File: src/rtl/noc_pkg.sv
// Shared NoC definitions: flit type codes, length width, port indices, arbiter states.
// Latency: n/a (types, constants and one combinational helper).
// Backpressure: n/a.
package noc_pkg;

  localparam int LEN_W = 12;

  // flit_id codes seen by the arbiter
  localparam logic [2:0] FLIT_IDLE = 3'b000;
  localparam logic [2:0] FLIT_HEAD = 3'b001;
  localparam logic [2:0] FLIT_BODY = 3'b010;
  localparam logic [2:0] FLIT_TAIL = 3'b100;

  // Router port indices
  typedef enum logic [2:0] {
    PORT_L = 3'd0,
    PORT_N = 3'd1,
    PORT_E = 3'd2,
    PORT_W = 3'd3,
    PORT_S = 3'd4
  } port_e;

  // One-hot arbiter state vector encodings (bit position = port index)
  localparam logic [4:0] ARB_IDLE = 5'b00000;
  localparam logic [4:0] ARB_L    = 5'b00001;
  localparam logic [4:0] ARB_N    = 5'b00010;
  localparam logic [4:0] ARB_E    = 5'b00100;
  localparam logic [4:0] ARB_W    = 5'b01000;
  localparam logic [4:0] ARB_S    = 5'b10000;

  // Injector sequencing states
  typedef enum logic [1:0] {
    INJ_IDLE = 2'd0,
    INJ_HEAD = 2'd1,
    INJ_BODY = 2'd2,
    INJ_DONE = 2'd3
  } inj_state_e;

  // Timeout length for the arbiter timer: len + extra, saturated at the field maximum
  function automatic logic [LEN_W-1:0] timeout_len(input logic [LEN_W-1:0] len,
                                                   input logic [LEN_W:0]   extra);
    logic [LEN_W:0] sum;
    sum = {1'b0, len} + extra;
    return sum[LEN_W] ? {LEN_W{1'b1}} : sum[LEN_W-1:0];
  endfunction

endpackage

File: src/rtl/noc_flit_out_reg.sv
// Output flit holding register (valid/data/id) with load, transfer and hold behaviour.
// Latency: a load appears on the outputs one cycle later; clear takes effect next edge.
// Backpressure: contents hold stable while valid and grant is low; transfer on valid && grant.
module noc_flit_out_reg
  import noc_pkg::*;
#(
  parameter int DATA_W = 32
) (
  input  logic              clk,
  input  logic              rst,
  input  logic              grant,
  input  logic              load,
  input  logic [DATA_W-1:0] load_data,
  input  logic [2:0]        load_id,
  input  logic              clear,
  output logic              flit_valid,
  output logic [DATA_W-1:0] flit_data,
  output logic [2:0]        flit_id,
  output logic              xfer
);

  assign xfer = flit_valid && grant;

  // Clear wins, then a new load, then drain on transfer; otherwise hold everything
  always_ff @(posedge clk or negedge rst) begin
    if (!rst) begin
      flit_valid <= 1'b0;
      flit_data  <= '0;
      flit_id    <= FLIT_IDLE;
    end else if (clear) begin
      flit_valid <= 1'b0;
      flit_id    <= FLIT_IDLE;
    end else if (load) begin
      flit_valid <= 1'b1;
      flit_data  <= load_data;
      flit_id    <= load_id;
    end else if (xfer) begin
      flit_valid <= 1'b0;
    end
  end

endmodule

File: src/rtl/noc_packet_injector.sv
// Segments a descriptor plus payload stream into head/body/tail flits for one arbiter port.
// Latency: header presented the cycle after descriptor accept; flits stream one per granted cycle.
// Backpressure: flits hold while grant is low; pl_ready drops when the held flit cannot move.
module noc_packet_injector
  import noc_pkg::*;
#(
  parameter int DATA_W = 32,
  parameter int SLACK  = 2
) (
  input  logic              clk,
  input  logic              rst,
  input  logic              pkt_valid,
  output logic              pkt_ready,
  input  logic [LEN_W-1:0]  pkt_len,
  input  logic [DATA_W-1:0] pkt_hdr,
  input  logic              pl_valid,
  output logic              pl_ready,
  input  logic [DATA_W-1:0] pl_data,
  input  logic              grant,
  output logic              req,
  output logic [2:0]        flit_id,
  output logic [LEN_W-1:0]  length,
  output logic              flit_valid,
  output logic [DATA_W-1:0] flit_data,
  output logic              err_len
);

  localparam logic [LEN_W:0] LEN_EXTRA = (LEN_W+1)'(SLACK + 1);

  inj_state_e        state;
  logic [LEN_W-1:0]  remaining;   // payload words not yet loaded into the output register
  logic              xfer;
  logic              head_load;
  logic              pl_load;
  logic              out_load;
  logic              out_clear;
  logic [DATA_W-1:0] out_data;
  logic [2:0]        out_id;

  assign pkt_ready = (state == INJ_IDLE);

  // Payload may be pulled while the header is leaving too, so body(1) follows head with no gap.
  // Once the tail is loaded remaining is zero and no further words are taken.
  assign pl_ready  = ((state == INJ_HEAD) || (state == INJ_BODY)) &&
                     (remaining != '0) && (!flit_valid || grant);

  assign head_load = pkt_valid && pkt_ready && (pkt_len != '0);
  assign pl_load   = pl_valid && pl_ready;
  assign out_load  = head_load || pl_load;
  assign out_data  = head_load ? pkt_hdr : pl_data;
  assign out_id    = head_load ? FLIT_HEAD :
                     ((remaining == LEN_W'(1)) ? FLIT_TAIL : FLIT_BODY);
  assign out_clear = (state == INJ_BODY) && xfer && (flit_id == FLIT_TAIL);

  noc_flit_out_reg #(
    .DATA_W (DATA_W)
  ) u_flit_out_reg (
    .clk        (clk),
    .rst        (rst),
    .grant      (grant),
    .load       (out_load),
    .load_data  (out_data),
    .load_id    (out_id),
    .clear      (out_clear),
    .flit_valid (flit_valid),
    .flit_data  (flit_data),
    .flit_id    (flit_id),
    .xfer       (xfer)
  );

  // Packet sequencing: descriptor accept, header, body/tail streaming, one-cycle release
  always_ff @(posedge clk or negedge rst) begin
    if (!rst) begin
      state     <= INJ_IDLE;
      req       <= 1'b0;
      length    <= '0;
      err_len   <= 1'b0;
      remaining <= '0;
    end else begin
      err_len <= 1'b0;
      case (state)
        INJ_IDLE: begin
          if (pkt_valid) begin
            if (pkt_len == '0) begin
              err_len <= 1'b1;
            end else begin
              remaining <= pkt_len;
              length    <= timeout_len(pkt_len, LEN_EXTRA);
              req       <= 1'b1;
              state     <= INJ_HEAD;
            end
          end
        end
        INJ_HEAD: begin
          if (pl_load) remaining <= remaining - 1'b1;
          if (xfer)    state     <= INJ_BODY;
        end
        INJ_BODY: begin
          if (pl_load) remaining <= remaining - 1'b1;
          if (out_clear) begin
            req   <= 1'b0;
            state <= INJ_DONE;
          end
        end
        INJ_DONE: begin
          state <= INJ_IDLE;
        end
        default: state <= INJ_IDLE;
      endcase
    end
  end

endmodule

File: config.mk
export PLATFORM = sky130hd
export DESIGN_NAME = noc_packet_injector
export DESIGN_NICKNAME = d
export VERILOG_FILES = /design/src/rtl/noc_pkg.sv /design/src/rtl/noc_flit_out_reg.sv /design/src/rtl/noc_packet_injector.sv
export SDC_FILE = /design/constraint.sdc
export NUM_CORES = 1
export LEC_CHECK = 0
export BUFFER_PORTS_ARGS = -buffer_cell sky130_fd_sc_hd__buf_2
export CAP_MARGIN = 15
export CORE_UTILIZATION = 53
export DETAILED_ROUTE_END_ITERATION = 7
export PLACE_DENSITY = 0.86
export SYNTH_ARGS = -nofsm -noshare
export SYNTH_HDL_FRONTEND = slang
export SYNTH_SLANG_ARGS = --single-unit
File: constraint.sdc
create_clock -name clk -period 3.5 [get_ports clk]
set_input_delay 0.7 -clock clk [delete_from_list [all_inputs] [get_ports clk]]
set_output_delay 0.7 -clock clk [all_outputs]
set_load 0.01 [all_outputs]
==> impl_metrics.py <==
metrics = {
    "grt": {
        "grt_pass1_wl_um": 14100,
        "overflow": 0,
        "antenna_found_initial": 1,
        "grt_pass1_vias": 2991,
        "grt_max_degree": 50,
        "grtUsageTotal_pct": 28.2,
    },
    "final_layout": {
        "final_cell_mix": "buf_2 (132), dfrtp_1 (64), o22ai_1 (36)",
        "final_util_pct": 71.6,
        "syn2layout_area_growth_pct": 27.5,
        "fin_cells": 556,
        "drive_gt1_share_pct": 34.2,
        "layout_commonest_cell": "buf_2",
        "nets": 565,
    },
    "sta": {
        "setup_tns_ps": 0,
        "max_slew.worst_pin.slew_ps": 856,
        "hold_viol": 0,
        "maxSlewHeadroom_pct": 42.7,
        "fin_worst_skew_ps": 3.64,
        "timing.fmax_ghz": 0.361,
        "rsz0062_at_grt": "no",
        "slew_viol_final": 0,
        "finalWorstSetupSlack_ps": 729,
        "finalSetupViolations": 0,
        "period_needed_ps": 2770,
        "fin_crit_sh_pct": 79.2,
    },
    "pwr": {
        "p_leak_nw": 1.98,
        "vdd.ir_drop.worst_mv": 0.530,
        "total_power_mw": 4.13,
        "pwr_density_cell_mw_per_mm2": 956,
    },
    "setup_path": {
        "cp_max_fo": 25,
        "crit_path_cell_trace": "inv_1 > ha_1 > inv_1 > mux2i_2 > o22ai_1 > a311o_1",
        "setup.worst_path.start_class": "flop",
        "worstPathRequired_ps": 3720,
        "r2r_slack_ps": 730,
        "cp-end-kind": "flop",
        "crit_slowest_cell": "ha_1",
        "cpPeakStageDelay_ps": 760,
        "cpMostUsedCell": "inv_1",
        "critical_path_class": "flop to flop",
        "arrival_ps": 2990,
    },
    "clock_network": {
        "root_buffer": "clkbuf_8",
        "cts_setup_buffers": 0,
        "cts_hold_buf": 0,
        "clk_path_buf_depth": 2,
        "cts_buffers": 9,
        "clk_pin_slew_ps": 70,
        "htree_levels": 3,
        "worstSkewPairLatency_ps": 330,
        "cts_resized": 0,
        "clock-sinks": 64,
        "tritoncts": "built",
    },
    "logic_synthesis": {
        "synthAdderAreaFrac_pct": 2.96,
        "ys_warn_count": 0,
        "synth_top_family_by_area": "compound AO/OA/AOI/OAI gates",
        "synth-xor-area-share_pct": 1.55,
        "synth_area_mm2": 0.00339,
        "netlist.area_leader.share_pct": 47.3,
        "synth_sequential_area_ratio_pct": 47.3,
        "synth_cell_types": 54,
        "syn-num-nets": 437,
        "syn_area_per_cell_um2": 9.73,
        "ys_top_cells_by_area": "dfrtp_1 (47%), a2bb2oi_1 (8.5%), o22ai_1 (6.7%), ha_1 (3.0%), nand2_1 (2.9%)",
        "syn_inst": 348,
        "synth_largest_area_cell": "dfrtp_1",
        "yosys.area_share.simple_pct": 16.1,
        "synth_seq_cells": 64,
        "synthMuxAreaShare_pct": 0.998,
        "ys_async_sr_fraction_pct": 100,
        "synth_edf_count": 0,
        "synth-compound-area-share_pct": 26.7,
        "synth_flop_cell": "dfrtp_1",
    },
    "routing": {
        "finalWirelength_um": 9480,
        "vias_per_cell": 6.07,
        "highest_layer": "met4",
        "wl_met1_um": 3810,
        "route.vias.total": 3376,
        "route.met2.wl_um": 4590,
        "wl_met3_um": 780,
        "antenna_left": 0,
        "firstDrtPassIters": 5,
        "drtIter0Drc": 191,
        "avgRoutedWirePerCell_um": 17.1,
        "drc_errors": 0,
    },
    "flow_run": {
        "maxCapViolations": 0,
    },
    "place": {
        "io_buffers": 132,
        "place_ws_ps": 739,
        "placed_cells": 539,
        "dp_hpwl_um": 6970,
        "gp_congestion": 1.06,
    },
    "floorplan": {
        "core.rowCount": 28,
        "die_x_um": 81.9,
        "ioPinCount": 133,
        "die_h_um": 81.9,
        "start_util_pct": 56.2,
        "dieArea_mm2": 0.00671,
        "core-area_mm2": 0.00603,
    },
    "run_status": {
        "outcome": "completed",
    },
    "hold_path": {
        "hp-class": "primary input to async pin",
    },
}
cells by family after synthesis:
family,after synthesis
buffers and inverters,35
AO/OA/AOI/OAI,129
flip-flops,64
XOR/XNOR,6
AND/OR/NAND/NOR,103
multiplexers,3
adder cells (fa/ha/maj),8
synthesized netlist by cell type (3+ instances only):
cell type	n
nor3_1	14
nor2_1	19
a2bb2oi_1	33
nor3b_1	3
ha_1	8
nand4_1	5
a31oi_1	4
and3_1	4
inv_1	13
o22ai_1	36
o21ai_0	12
nand2_1	26
a21oi_1	19
nand3_1	10
dfrtp_1	64
or2_2	4
clkbuf_1	9
buf_2	12
xor2_1	4
cell type report:
cell class / count / area (um2)
fill: 456 / 1710
multi-input combinational: 249 / 1640
sequential: 64 / 1600
timing repair buffer: 139 / 726
clock buffer: 13 / 169
tap: 75 / 93.8
inverter: 13 / 48.8
clock inverter: 2 / 37.5
antenna: 1 / 2.50
through the flow:
step                      hold WS [ps]  instance area, um2
final                              194                4320
after global routing               186                4320
after CTS                          483                4290
after detailed placement           467                4090
after global placement             461                4090
after floorplan                    404                3390
power by group:
part           internal (mW)  switching (mW)
registers               1.10           0.245
logic                  0.941            1.18
clock network          0.384           0.273
sequential cells by signal (all words and copies together), names as in the netlist:
register                   count
remaining                     12
err_len                        1
req                            1
length                        12
u_flit_out_reg.flit_id         3
u_flit_out_reg.flit_valid      1
u_flit_out_reg.flit_data      32
state                          2
layer usage:
layer	vias up	GRT usage, %
li1	1587	-
met1	1589	35.0
met2	174	45.6
met3	26	6.89
met4	0	14.4
met5	-	0
critical path, delay by kind of cell (launching register included):
family | cells | cell delay [ps]
adders and majority gates | 1 | 760
muxes | 1 | 570
AOI/OAI and AO/OA | 2 | 480
buffers and inverters | 2 | 460
DFF | 1 | 370
path summary, 6_finish.rpt:
path,startpoint,end,depth (start not counted)
worst min-delay path,rst,u_flit_out_reg.flit_data[9],1
worst max register to register,state[0],remaining[1],6
worst max-delay path,state[0],remaining[1],6
max in group asynchronous,rst,remaining[4],3
min in group clk,length[11],length[11],2
worst min register to register,length[11],length[11],2
Note: power is estimated with default switching activity, not from simulation.
